## config.mk

```make
export PLATFORM = sky130hd
export DESIGN_NAME = sram_arbiter
export DESIGN_NICKNAME = d
export VERILOG_FILES = /design/src/rtl/sram_arbiter.sv
export SDC_FILE = /design/constraint.sdc
export NUM_CORES = 1
export LEC_CHECK = 0
export ABC_AREA = 1
export BUFFER_PORTS_ARGS = -buffer_cell sky130_fd_sc_hd__clkbuf_2
export CORE_ASPECT_RATIO = 0.6
export CORE_MARGIN = 2
export CORE_UTILIZATION = 35
export CTS_BUF_LIST = sky130_fd_sc_hd__clkbuf_16
export CTS_CLUSTER_SIZE = 30
export DETAILED_ROUTE_END_ITERATION = 6
export PLACE_DENSITY = 0.77
export SYNTH_ARGS = -nofsm -noshare
export SYNTH_HDL_FRONTEND = slang
export SYNTH_SLANG_ARGS = --single-unit
```

## constraint.sdc

```tcl
create_clock -name clk -period 2.03 [get_ports clk]
set_input_delay 0.203 -clock clk [delete_from_list [all_inputs] [get_ports clk]]
set_output_delay 0.203 -clock clk [all_outputs]
set_load 0.02 [all_outputs]
```

## src/rtl/sram_arbiter.sv

```systemverilog
// Round-robin arbiter sharing one 256x32 SRAM macro port between a wishbone
// slot (one outstanding access) and a streaming reader (up to one read/clk).
module sram_arbiter #(
    parameter int AW = 8,
    parameter int DW = 32
) (
    input  logic            clk,
    input  logic            rst_n,
    input  logic [AW-1:0]   wb_addr,
    input  logic [DW-1:0]   wb_wdata,
    input  logic [DW/8-1:0] wb_wmsk,
    input  logic            wb_we,
    input  logic            wb_cyc,
    output logic            wb_ack,
    output logic [DW-1:0]   wb_rdata,
    input  logic            st_req,
    input  logic [AW-1:0]   st_addr,
    output logic            st_gnt,
    output logic            st_valid,
    output logic [DW-1:0]   st_rdata,
    output logic            ram_csb,
    output logic            ram_web,
    output logic [DW/8-1:0] ram_wmask,
    output logic [AW-1:0]   ram_addr,
    output logic [DW-1:0]   ram_din,
    input  logic [DW-1:0]   ram_dout
);
    localparam int STAGES = 2;

    typedef struct packed {
        logic own_w;
        logic wr;
    } tag_t;

    logic                 wb_busy;
    logic                 last_w;
    logic                 w_elig, s_elig;
    logic                 gnt_w, gnt_s;
    logic [STAGES:1]      vld_pipe;
    tag_t [STAGES:1]      tag_pipe;

    // On a tie the requester that did not win last time gets the slot.
    always_comb begin
        w_elig = wb_cyc & ~wb_busy;
        s_elig = st_req;
        gnt_w  = w_elig & (~s_elig | ~last_w);
        gnt_s  = s_elig & ~gnt_w;
    end

    assign st_gnt = gnt_s;

    always_ff @(posedge clk or negedge rst_n) begin
        if (!rst_n) begin
            wb_busy   <= 1'b0;
            last_w    <= 1'b0;
            ram_csb   <= 1'b1;
            ram_web   <= 1'b1;
            ram_wmask <= '0;
            ram_addr  <= '0;
            ram_din   <= '0;
            vld_pipe  <= '0;
            tag_pipe  <= '0;
        end else begin
            ram_csb   <= ~(gnt_w | gnt_s);
            ram_web   <= ~(gnt_w & wb_we);
            ram_wmask <= (gnt_w & wb_we) ? wb_wmsk : '0;
            if (gnt_w) begin
                ram_addr <= wb_addr;
                if (wb_we) ram_din <= wb_wdata;
            end else if (gnt_s) begin
                ram_addr <= st_addr;
            end
            if (gnt_w | gnt_s) last_w <= gnt_w;
            // Busy survives a held cyc after ack so the same cycle is not re-issued.
            if (gnt_w)        wb_busy <= 1'b1;
            else if (!wb_cyc) wb_busy <= 1'b0;
            vld_pipe[1]       <= gnt_w | gnt_s;
            tag_pipe[1].own_w <= gnt_w;
            tag_pipe[1].wr    <= gnt_w & wb_we;
            for (int i = 2; i <= STAGES; i++) begin
                vld_pipe[i] <= vld_pipe[i-1];
                tag_pipe[i] <= tag_pipe[i-1];
            end
        end
    end

    always_comb begin
        wb_ack   = vld_pipe[STAGES] & tag_pipe[STAGES].own_w;
        st_valid = vld_pipe[STAGES] & ~tag_pipe[STAGES].own_w;
        wb_rdata = (wb_ack & ~tag_pipe[STAGES].wr) ? ram_dout : '0;
        st_rdata = st_valid ? ram_dout : '0;
    end
endmodule

```

Yosys cells after proc, flatten, opt, wreduce, memory -nomap -nowiden:

Cells that the tools add are included.

* output and inout port bits: 113
* bits in latches: 0
* memories kept: 0
* flip-flop bits (word level): 54
* memory bits (writable): 0
* word-level logic and storage cells: 39
* input bits: 89
* bits in read-only memories: 0

* muxes and demuxes: 7
* bitwise operators: 17
* multipliers: 0
* magnitude comparators: 0
* divide/modulo/power cells: 0
* shift operators: 0
* eq/ne operators: 1
* add/sub/neg operators: 0
* reductions and logical operators: 2

Operators with widths (count)
* $mux 32: 2
* $mux 8: 2
* $not 1->1: 8
* $and 1x1->1: 7
* $mux 4: 1
* $mux 1: 2
* $ne 2x1->1 const B: 1
* $or 1x1->1: 2
* $reduce_and 2->1: 1
* $reduce_bool 2->1: 1

Logic depth before layout (Yosys ltp):

Gate-level depths: netlist of run 1.

* depth after elaboration: 7
* depth in mapped cells: 9
* mapped depth without buffers: 6

Least setup slack after synthesis of run 1:

Ideal clock, no wire load.

* path kind: flip-flop to output port
* start: register tag_pipe[3] (netlist name)
* end: output port st_rdata[10]
* path slack: 465 ps
* cell stages (with the launch flop): 5
* required time: 1827 ps
* data arrival time: 1362 ps
* cell sequence: dfrtp_1 -> nor2_1 -> inv_1 -> clkbuf_1 -> nor2_1

* longest elaborated chain between the ends: 3

RTL lines
* start: declaration: RTL line 40 `tag_t [STAGES:1] tag_pipe;`
* start signal: indexed assignment: RTL line 82 `tag_pipe[i] <= tag_pipe[i-1];`
* $not 1->1: RTL line 89 `st_valid = vld_pipe[STAGES] & ~tag_pipe[STAGES].own_w;`
* $and 1x1->1: RTL line 89
* named net st_valid: RTL line 19 `output logic st_valid,`
* $mux 32: RTL line 91 `st_rdata = st_valid ? ram_dout : '0;`
* end: declaration: RTL line 20 `output logic [DW-1:0] st_rdata,`

The timed path passes the listed nets, and every way through them passes these cells.

Final worst setup path of run 1:

* start: register vld_pipe[2] (netlist name)
* end: output port st_rdata[1]

* longest elaborated chain between the ends: 2

RTL lines
* start: declaration: RTL line 39 `logic [STAGES:1] vld_pipe;`
* start signal: indexed assignment: RTL line 81 `vld_pipe[i] <= vld_pipe[i-1];`
* $and 1x1->1: RTL line 89
* $mux 32: RTL line 91

No other way between the ends.

==> impl_metrics.json, run 1 <==
{
  "status": "complete, but fails checks",
  "failed_checks": "DRC",
  "tritoncts": "yes",
  "cts_buffers": 5,
  "die_w_um": 113,
  "ys_seq_area_share_pct": 54.1,
  "clk_path_buf_depth": 2,
  "relSlewSlack_pct": 42.4,
  "wl_per_cell_um": 12.8,
  "num_vias": 2771,
  "yosysWarnings": 0,
  "place_ws_ns": 0.396,
  "area.growth.synth_to_final_pct": 48.9,
  "clkTransAtPathRegs_ns": 0.07,
  "p_leak_nw": 2.40,
  "wl_um": 7770,
  "fin_crit_ns": 1.87,
  "synth_area_mm2": 0.00250,
  "antenna_found_initial": 0,
  "stdcell_count": 609,
  "dp_hpwl_um": 6170,
  "hp-class": "in -> reg",
  "first_global_vias": 2593,
  "drv_slew": 0,
  "ys_types": 13,
  "synth_fp_nets": 418,
  "finClkSkew_ns": 0.00363,
  "synth_compound_area_share_pct": 0,
  "core-area_mm2": 0.00679,
  "critPathLaunch": "vld_pipe[2]$_DFF_PN0_",
  "fin_util_pct": 54.9,
  "synth_top_family_by_area": "simple AND/OR/NAND/NOR gates",
  "peakVddDrop_v": 0.000591,
  "drc": 12,
  "place.port_buffers": 201,
  "power.density_mw_per_mm2": 1050,
  "syn_avg_cell_area_um2": 7.61,
  "crit_path_start_kind": "register",
  "fp.dieArea_mm2": 0.00786,
  "gr-usage-all-layers_pct": 19.4,
  "overflow": 0,
  "timing.rr.start": "wb_busy$_DFFE_PN0P_",
  "path_max_fanout": 32,
  "fp.dieH_um": 69.5,
  "cts.sink_count": 54,
  "holdWs_ns": 0.103,
  "htreeDepth": 2,
  "ff2ff_path_depth": 6,
  "fin_crit_sh_pct": 92.3,
  "post_cts_buffers": 0,
  "syn_inst": 329,
  "reg2reg_to": "ram_din[29]$_DFFE_PN0P_",
  "cts_root_buf": "clkbuf_16",
  "post_cts_resized": 0,
  "ff2ff_setup_slack_ns": 0.42,
  "synthAdderAreaFrac_pct": 0,
  "place_inst": 600,
  "fmax_mhz": 534,
  "fin_total_pwr_w": 0.00393,
  "ys_seq_elements": 54,
  "synth-xor-area-share_pct": 0,
  "setup_viol": 0,
  "rows": 23,
  "drtIter0Drc": 129,
  "nets": 610,
  "worst_slack_ns": 0.156,
  "initial_core_util_pct": 36.8,
  "avgViaCountPerCell": 4.55,
  "end_kind": "output pin",
  "grt_pass1_wl_um": 12400,
  "crit_required_ns": 1.83,
  "arrival_ns": 1.67,
  "synth.mux.area_fraction_pct": 0,
  "drtAntennaViolNets": 0,
  "rsz0062_at_grt": "yes",
  "crit_end": "st_rdata[1]",
  "synth-simple-area-share_pct": 35.0,
  "drt_pre_antenna_iters": 6,
  "drive_gt1_share_pct": 42.0,
  "critPathKind": "reg -> out",
  "grt_max_degree": 39,
  "final_hold_viol_count": 0,
  "boundaryPins": 202,
  "clock_latency_ns": 0.28,
  "gp_congestion": 0.868,
  "antenna_cells": 0,
  "cap_viol_max_count": 0,
  "worst_pin_slew_ns": 0.863
}
==> state kept, by name (all words and copies together), names as in the netlist <==
name and flops:
last_w 1, vld_pipe 2, wb_busy 1, ram_csb 1
ram_web 1, tag_pipe 4, ram_wmask 4, ram_din 32
ram_addr 8
==> metal layers <==
metal / routed length, µm / global-route usage [%]
met1: 3280 / 24.9
met4: 81 / 4.34
met2: 3720 / 33.5
met3: 690 / 4.63
met5: 0 / 0
==> worst max-delay path, cell delays in order (launching register included) <==
cell	delay [ns]
dfrtp_1	0.37
inv_1	0.05
nor2_1	0.04
inv_1	0.62
nor2_1	0.10
clkbuf_2	0.19
==> kinds of logic (layout without fill, tap and decap cells) <==
kind of cell / count (synthesis) / count (layout)
simple gates: 210 / 210
buf+inv: 65 / 258
flops: 54 / 54
==> cells in the final DEF (no fill, tap or decap), types with 2 or more instances in the layout <==
master	n
clkbuf_2	201
nor2_1	70
nand3_1	57
buf_4	3
dfrtp_1	52
nand2_1	79
clkbuf_16	5
nand2_2	2
dfstp_2	2
inv_1	44
==> report_power, final <==
part / total (W) / switching [W] / internal (W)
combinational: 0.00148 / 0.00101 / 0.000468
clock: 0.000947 / 0.000369 / 0.000578
sequential: 0.00151 / 0.000153 / 0.00135
==> Yosys cell counts (all sizes together) <==
cell type	n	share of area [%]
clkbuf	12	1.8
dfstp	2	2.1
buf	9	2.5
inv	44	6.6
or2	1	0.25
nand3	57	11
nand2	81	12
dfrtp	52	52
nor2	71	11
==> stage by stage <==
stage | setup TNS [ns] | cell area [µm²]
after floorplan | 0 | 2500
after global placement | 0 | 3550
after detailed placement | 0 | 3550
after CTS | 0 | 3730
after global routing | -0.252 | 3730
final | 0 | 3730
==> worst min-delay path by stage <==
stage | start | endpoint | slack, ns | depth (start not counted)
6_report | wb_wmsk[1] | ram_wmask[1]$_DFF_PN0_ | 0.10 | 3
5_1_grt | wb_wmsk[0] | ram_wmask[0]$_DFF_PN0_ | 0.11 | 3
4_1_cts | wb_wmsk[1] | ram_wmask[1]$_DFF_PN0_ | 0.1 | 3
3_5_place_dp | rst_n | ram_din[21]$_DFFE_PN0P_ | 0.26 | 1
3_3_place_gp | rst_n | ram_din[21]$_DFFE_PN0P_ | 0.26 | 1
2_1_floorplan | rst_n | last_w$_DFFE_PN0P_ | -0.09 | 0
==> cell type report <==
class	instances	area, µm²
fill	670	3060
sequential	54	1350
timing repair buffer	206	1060
multi-input combinational	210	875
inverter	44	165
clock buffer	5	125
tap	87	109
clock inverter	3	41.3
==> repair_timing <==
item,CTS,global route
endpoints found under the setup margin,0,14
hold endpoints to repair,24,0
hold buffers,1,0
Power figures use the tool's default switching activity.
==> run 2, diff against run 1 <==
--- a/config.mk
+++ b/config.mk
@@ -6,7 +6,7 @@
 export NUM_CORES = 1
 export LEC_CHECK = 0
 export ABC_AREA = 1
-export BUFFER_PORTS_ARGS = -buffer_cell sky130_fd_sc_hd__clkbuf_2
+export BUFFER_PORTS_ARGS = -buffer_cell sky130_fd_sc_hd__buf_2
 export CORE_ASPECT_RATIO = 0.6
 export CORE_MARGIN = 2
 export CORE_UTILIZATION = 35
@@ -14,6 +14,7 @@
 export CTS_CLUSTER_SIZE = 30
 export DETAILED_ROUTE_END_ITERATION = 6
 export PLACE_DENSITY = 0.77
+export SETUP_SLACK_MARGIN = 0.4
 export SYNTH_ARGS = -nofsm -noshare
 export SYNTH_HDL_FRONTEND = slang
 export SYNTH_SLANG_ARGS = --single-unit
==> run 2 against run 1 <==
- the flow still finishes with violations (DRC)
- design area rose by 8.9%
- combinational power rose by 14%
- fmax rose by 13%
- final cell count rose by 2.1%
- via count rose by 6.4%
- die area did not move
- setup slack improved by 0.22 ns
- critical path type unchanged
==> impl_metrics.json, run 2 (synthesis gave the netlist of run 1 again) <==
{
  "fin_crit_ns": 1.65,
  "grt_pass1_wl_um": 12800,
  "drv_slew": 0,
  "critPathKind": "reg -> out",
  "failed_checks": "DRC",
  "p_leak_nw": 2.51,
  "boundaryPins": 202,
  "critPathMaxStageDelay_ns": 0.41,
  "first_global_vias": 2609,
  "fp.dieArea_mm2": 0.00786,
  "rsz0062_at_grt": "yes",
  "wl_per_cell_um": 13.9,
  "area.growth.synth_to_final_pct": 62.2,
  "htreeDepth": 2,
  "cp_common_cell": "buf_4",
  "top_regs": "ram_din (32), ram_addr (8)",
  "hp-class": "in -> reg",
  "num_vias": 2949,
  "cts_root_buf": "clkbuf_16",
  "drtIter0Drc": 150,
  "drc": 12,
  "crit_chain": "nor2_4 -> clkinvlp_4 -> buf_4 -> nor2_1 -> buf_4",
  "setup_viol": 0,
  "antenna_found_initial": 0,
  "die_w_um": 113,
  "clkTransAtPathRegs_ns": 0.07,
  "crit_family": "buffers and inverters",
  "gr-usage-all-layers_pct": 20.2,
  "ff2ff_path_depth": 7,
  "largest-register": "ram_din",
  "cts_buffers": 5,
  "peakVddDrop_v": 0.000580,
  "fin_crit_sh_pct": 81.4,
  "place.port_buffers": 201,
  "clk_path_buf_depth": 2,
  "power.density_mw_per_mm2": 1010,
  "end_kind": "output pin",
  "status": "complete, but fails checks",
  "path_max_fanout": 7,
  "wl_um": 8660,
  "avgViaCountPerCell": 4.74,
  "worst_pin_slew_ns": 0.587,
  "critPathBufInv": 3,
  "fmax_mhz": 605,
  "final_hold_viol_count": 0,
  "crit_required_ns": 1.83,
  "largest_reg_flops": 32,
  "layout_commonest_cell": "buf_2",
  "drtAntennaViolNets": 0,
  "overflow": 0,
  "grt_max_degree": 39,
  "crit_slowest_cell": "dfrtp_1",
  "antenna_cells": 0,
  "arrival_ns": 1.45,
  "crit_path_start_kind": "register",
  "core-area_mm2": 0.00679,
  "cts.sink_count": 54,
  "dp_hpwl_um": 6020,
  "drt_pre_antenna_iters": 7,
  "cp_num_cells": 5,
  "min_path_cells": 3,
  "layout_common_cells": "buf_2 (155), nand2_1 (78), nand3_1 (57), buf_4 (53)",
  "drive_gt1_share_pct": 47.1,
  "finClkSkew_ns": 0.00576,
  "initial_core_util_pct": 36.8,
  "final.setup.tns_ns": 0,
  "nets": 623,
  "relSlewSlack_pct": 60.9,
  "fin_total_pwr_w": 0.00410,
  "cap_viol_max_count": 0,
  "gp_congestion": 0.874,
  "clock_latency_ns": 0.28,
  "rows": 23,
  "tritoncts": "yes",
  "fp.dieH_um": 69.5
}
run 2: final cells by class:
type	instances	area (µm²)
clock inverter	3	37.5
multi-input combinational	213	971
tap	87	109
inverter	44	169
fill	632	2730
timing repair inverter	1	7.51
sequential	54	1350
timing repair buffer	215	1290
clock buffer	5	125
run 2: worst paths after layout:
path	start	to	slack, ns
setup / recovery	tag_pipe[3]$_DFF_PN0_	st_rdata[31]	0.38
hold / removal	wb_wmsk[3]	ram_wmask[3]$_DFF_PN0_	0.12
setup reg to reg	wb_busy$_DFFE_PN0P_	ram_din[20]$_DFFE_PN0P_	0.68
hold reg to reg	tag_pipe[0]$_DFF_PN0_	tag_pipe[2]$_DFF_PN0_	0.35
max in group asynchronous	rst_n	ram_web$_DFF_PN1_	0.94
min in group asynchronous	rst_n	ram_din[21]$_DFFE_PN0P_	0.45
run 2: timing repair:
item / in CTS / in global routing
endpoints found under the hold margin: 24 / 0
setup buffers: 4 / 4
pin swaps: 4 / 6
hold buffers: 1 / 0
resized for setup: 13 / 70
gates cloned: 3 / 2
setup endpoints to repair: 65 / 99
run 2: report_power, final:
part | internal (W) | switching, W
Combinational | 0.000607 | 0.00107
Sequential | 0.00135 | 0.000147
Clock | 0.000573 | 0.000351
Total | 0.00253 | 0.00157
run 2: metrics by stage:
step           util, %  cells  area [µm²]  hold WS (ns)  worst slack (ns)
6_report          59.8    622        4060         0.124             0.378
4_1_cts           56.2    616        3810         0.117             0.391
3_3_place_gp      52.3    600        3550         0.232             0.471
2_1_floorplan        -    329        2500       -0.0926             0.465
3_5_place_dp      52.3    600        3550         0.239             0.434
5_1_grt           59.8    622        4060         0.132             0.299
run 2: tightest hold or removal path: cells and delay by family:
family	cells	cell delay, ns
buf+inv	2	0.13
simple gates	1	0.03
run 2: metal layers:
layer	track usage [%]	part of all wire [%]	vias up
li1	-	-	1402
met1	26.1	40	1397
met2	34.1	50	136
met3	4.72	8.6	14
met4	5.83	1.7	0
met5	0	0	-
==> run 3, diff against run 2 <==
==> constraint.sdc (replaced) <==
create_clock -name clk -period 1.7 [get_ports clk]
set_input_delay 0.17 -clock clk [delete_from_list [all_inputs] [get_ports clk]]
set_output_delay 0.17 -clock clk [all_outputs]
set_load 0.02 [all_outputs]
==> run 3 against run 2 <==
- the flow still finishes with violations (DRC)
- core utilization increased by 19 points
- combinational power grew 67%
- wire length grew 27%
- critical path type unchanged
==> impl_metrics.json, run 3 (synthesis gave the netlist of run 1 again) <==
{
  "path_max_fanout": 7,
  "fp.dieH_um": 69.5,
  "critPathLaunch": "tag_pipe[3]$_DFF_PN0_",
  "gr-usage-all-layers_pct": 23.6,
  "grt_max_degree": 55,
  "nets": 645,
  "cts.sink_count": 54,
  "drt_pre_antenna_iters": 6,
  "largest_reg_flops": 32,
  "layout_common_cells": "buf_2 (135), buf_6 (68), nor2_4 (67), nand3_1 (53), dfrtp_1 (52)",
  "ff2ff_path_depth": 8,
  "cts_buffers": 5,
  "arrival_ns": 1.47,
  "core-area_mm2": 0.00679,
  "worst_pin_slew_ns": 0.360,
  "clk_path_buf_depth": 2,
  "relSlewSlack_pct": 76.0,
  "drtIter0Drc": 139,
  "reg2reg_to": "ram_din[6]$_DFFE_PN0P_",
  "fp.dieArea_mm2": 0.00786,
  "largest-register": "ram_din",
  "p_int_w": 0.00335,
  "layout_commonest_cell": "buf_2",
  "pwr-share-clk_pct": 17.0,
  "p_leak_nw": 2.82,
  "htreeDepth": 2,
  "fin_crit_sh_pct": 96.2,
  "drive_gt1_share_pct": 66.2,
  "clock_latency_ns": 0.28,
  "antenna_cells": 0,
  "critPathKind": "reg -> out",
  "gr-usage-met2_pct": 46.2,
  "cts_root_buf": "clkbuf_16",
  "crit_family": "simple AND/OR/NAND/NOR gates",
  "fmax_mhz": 611,
  "timing.rr.start": "wb_busy$_DFFE_PN0P_",
  "fill_cells": 419,
  "power.density_mw_per_mm2": 1060,
  "crit_slowest_cell": "dfrtp_1",
  "fin_crit_ns": 1.64,
  "boundaryPins": 202,
  "critPathMaxStageDelay_ns": 0.38,
  "grt_use_met1_pct": 25.9,
  "crit_path_start_kind": "register",
  "grt_pass1_wl_um": 14900,
  "drv_slew": 0,
  "fin_util_pct": 78.7,
  "status": "complete, but fails checks",
  "place.port_buffers": 201,
  "antenna_found_initial": 0,
  "rsz0062_at_grt": "yes",
  "top_usage_layer": "met2",
  "setup_viol": 0,
  "critPathBufInv": 2,
  "ff2ff_setup_slack_ns": 0.32,
  "wl_um": 11000,
  "num_vias": 3104,
  "switchingPower_w": 0.00231,
  "comb_power_share_pct": 49.6,
  "rows": 23,
  "failed_checks": "DRC",
  "area.growth.synth_to_final_pct": 113,
  "drc": 12,
  "crit_chain": "nand2_2 -> or2_4 -> buf_12 -> nor2_4 -> buf_6",
  "holdWs_ns": 0.0949,
  "gp_congestion": 0.864,
  "cap_viol_max_count": 0,
  "peakVddDrop_v": 0.000706,
  "switching_share_pct": 40.8,
  "crit_required_ns": 1.53,
  "drtAntennaViolNets": 0,
  "end_kind": "output pin",
  "finClkSkew_ns": 0.00417,
  "overflow": 0,
  "hp-class": "in -> reg",
  "crit_end": "wb_rdata[9]",
  "p_seq_share_pct": 33.3,
  "die_w_um": 113,
  "initial_core_util_pct": 36.8,
  "avgViaCountPerCell": 4.82,
  "use_met3_pct": 5.68,
  "clkTransAtPathRegs_ns": 0.06,
  "dp_hpwl_um": 6360,
  "first_global_vias": 3011,
  "cp_num_cells": 5,
  "wl_per_cell_um": 17.1,
  "final_hold_viol_count": 0,
  "tritoncts": "yes",
  "top_regs": "ram_din (32), ram_addr (8)",
  "fin_total_pwr_w": 0.00566
}
run 3: cell count changes in the layout (fill, tap and decap cells not counted), moves of 3 or more:
cell / previous run / this run
buf_12: 2 / 9
buf_16: 0 / 3
buf_2: 155 / 135
buf_4: 53 / 19
buf_6: 2 / 68
nand2_1: 78 / 36
nand2_2: 1 / 29
nand2_4: 2 / 15
nand3_1: 57 / 53
nand3_2: 0 / 4
nor2_1: 52 / 4
nor2_2: 16 / 0
nor2_4: 3 / 67
run 3: worst min-delay path: cells and delay by family:
kind	cells	cell delay, ns
buffers and inverters	2	0.13
and+or+nand+nor	1	0.04
run 3: worst min path at each step:
stage,start,end,slack [ns],cells past startpoint
floorplan,rst_n,last_w$_DFFE_PN0P_,-0.13,0
global placement,rst_n,ram_din[31]$_DFFE_PN0P_,0.19,2
detailed placement,rst_n,ram_din[31]$_DFFE_PN0P_,0.19,2
CTS,wb_wmsk[2],ram_wmask[2]$_DFF_PN0_,0.09,3
global route,wb_wmsk[1],ram_wmask[1]$_DFF_PN0_,0.1,3
finish,wb_wmsk[1],ram_wmask[1]$_DFF_PN0_,0.09,3
run 3: power by group through the flow:
stage	sequential, W	clock [W]	combinational (W)
finish	0.00189	0.000965	0.00281
CTS	0.00180	0.000996	0.00239
detailed placement	0.00180	0	0.00208
global route	0.00193	0.00107	0.00297
floorplan	0.00218	0	0.000967
global placement	0.00180	0	0.00202
run 3: cell type report:
cell class	instances	area [µm²]	area share, %
Clock buffer	5	125	2.34
Sequential cell	54	1350	25.3
Timing Repair Buffer	239	1950	36.4
Inverter	44	173	3.23
Tap cell	87	109	2.04
Multi-Input combinational cell	212	1620	30.3
Clock inverter	3	17.5	0.328
run 3: stage by stage:
stage                     worst slack, ns  instances  setup TNS, ns  cell area (µm²)
after floorplan                     0.349        329              0             3030
after global placement             0.0729        603              0             4070
after detailed placement         -0.00116        603       -0.00116             4070
after CTS                          0.0951        632              0             4720
after global routing               0.0207        644              0             5340
final                              0.0642        644              0             5340
run 3: layer usage:
| layer | vias up | share of wire [%] | wire (µm) |
|---|---|---|---|
| met5 | - | 0 | 0 |
| met4 | 0 | 3.0 | 334 |
| met3 | 23 | 6.0 | 661 |
| met2 | 130 | 55 | 6030 |
| met1 | 1505 | 36 | 3970 |
| li1 | 1446 | - | - |
run 3: what timing repair did:
item	in CTS	in global routing
endpoints found under the hold margin	52	0
hold buffers	1	0
pin swaps	4	12
gates resized for setup	84	139
endpoints found under the setup margin	95	101
cloned	3	4
buffers inserted	17	8
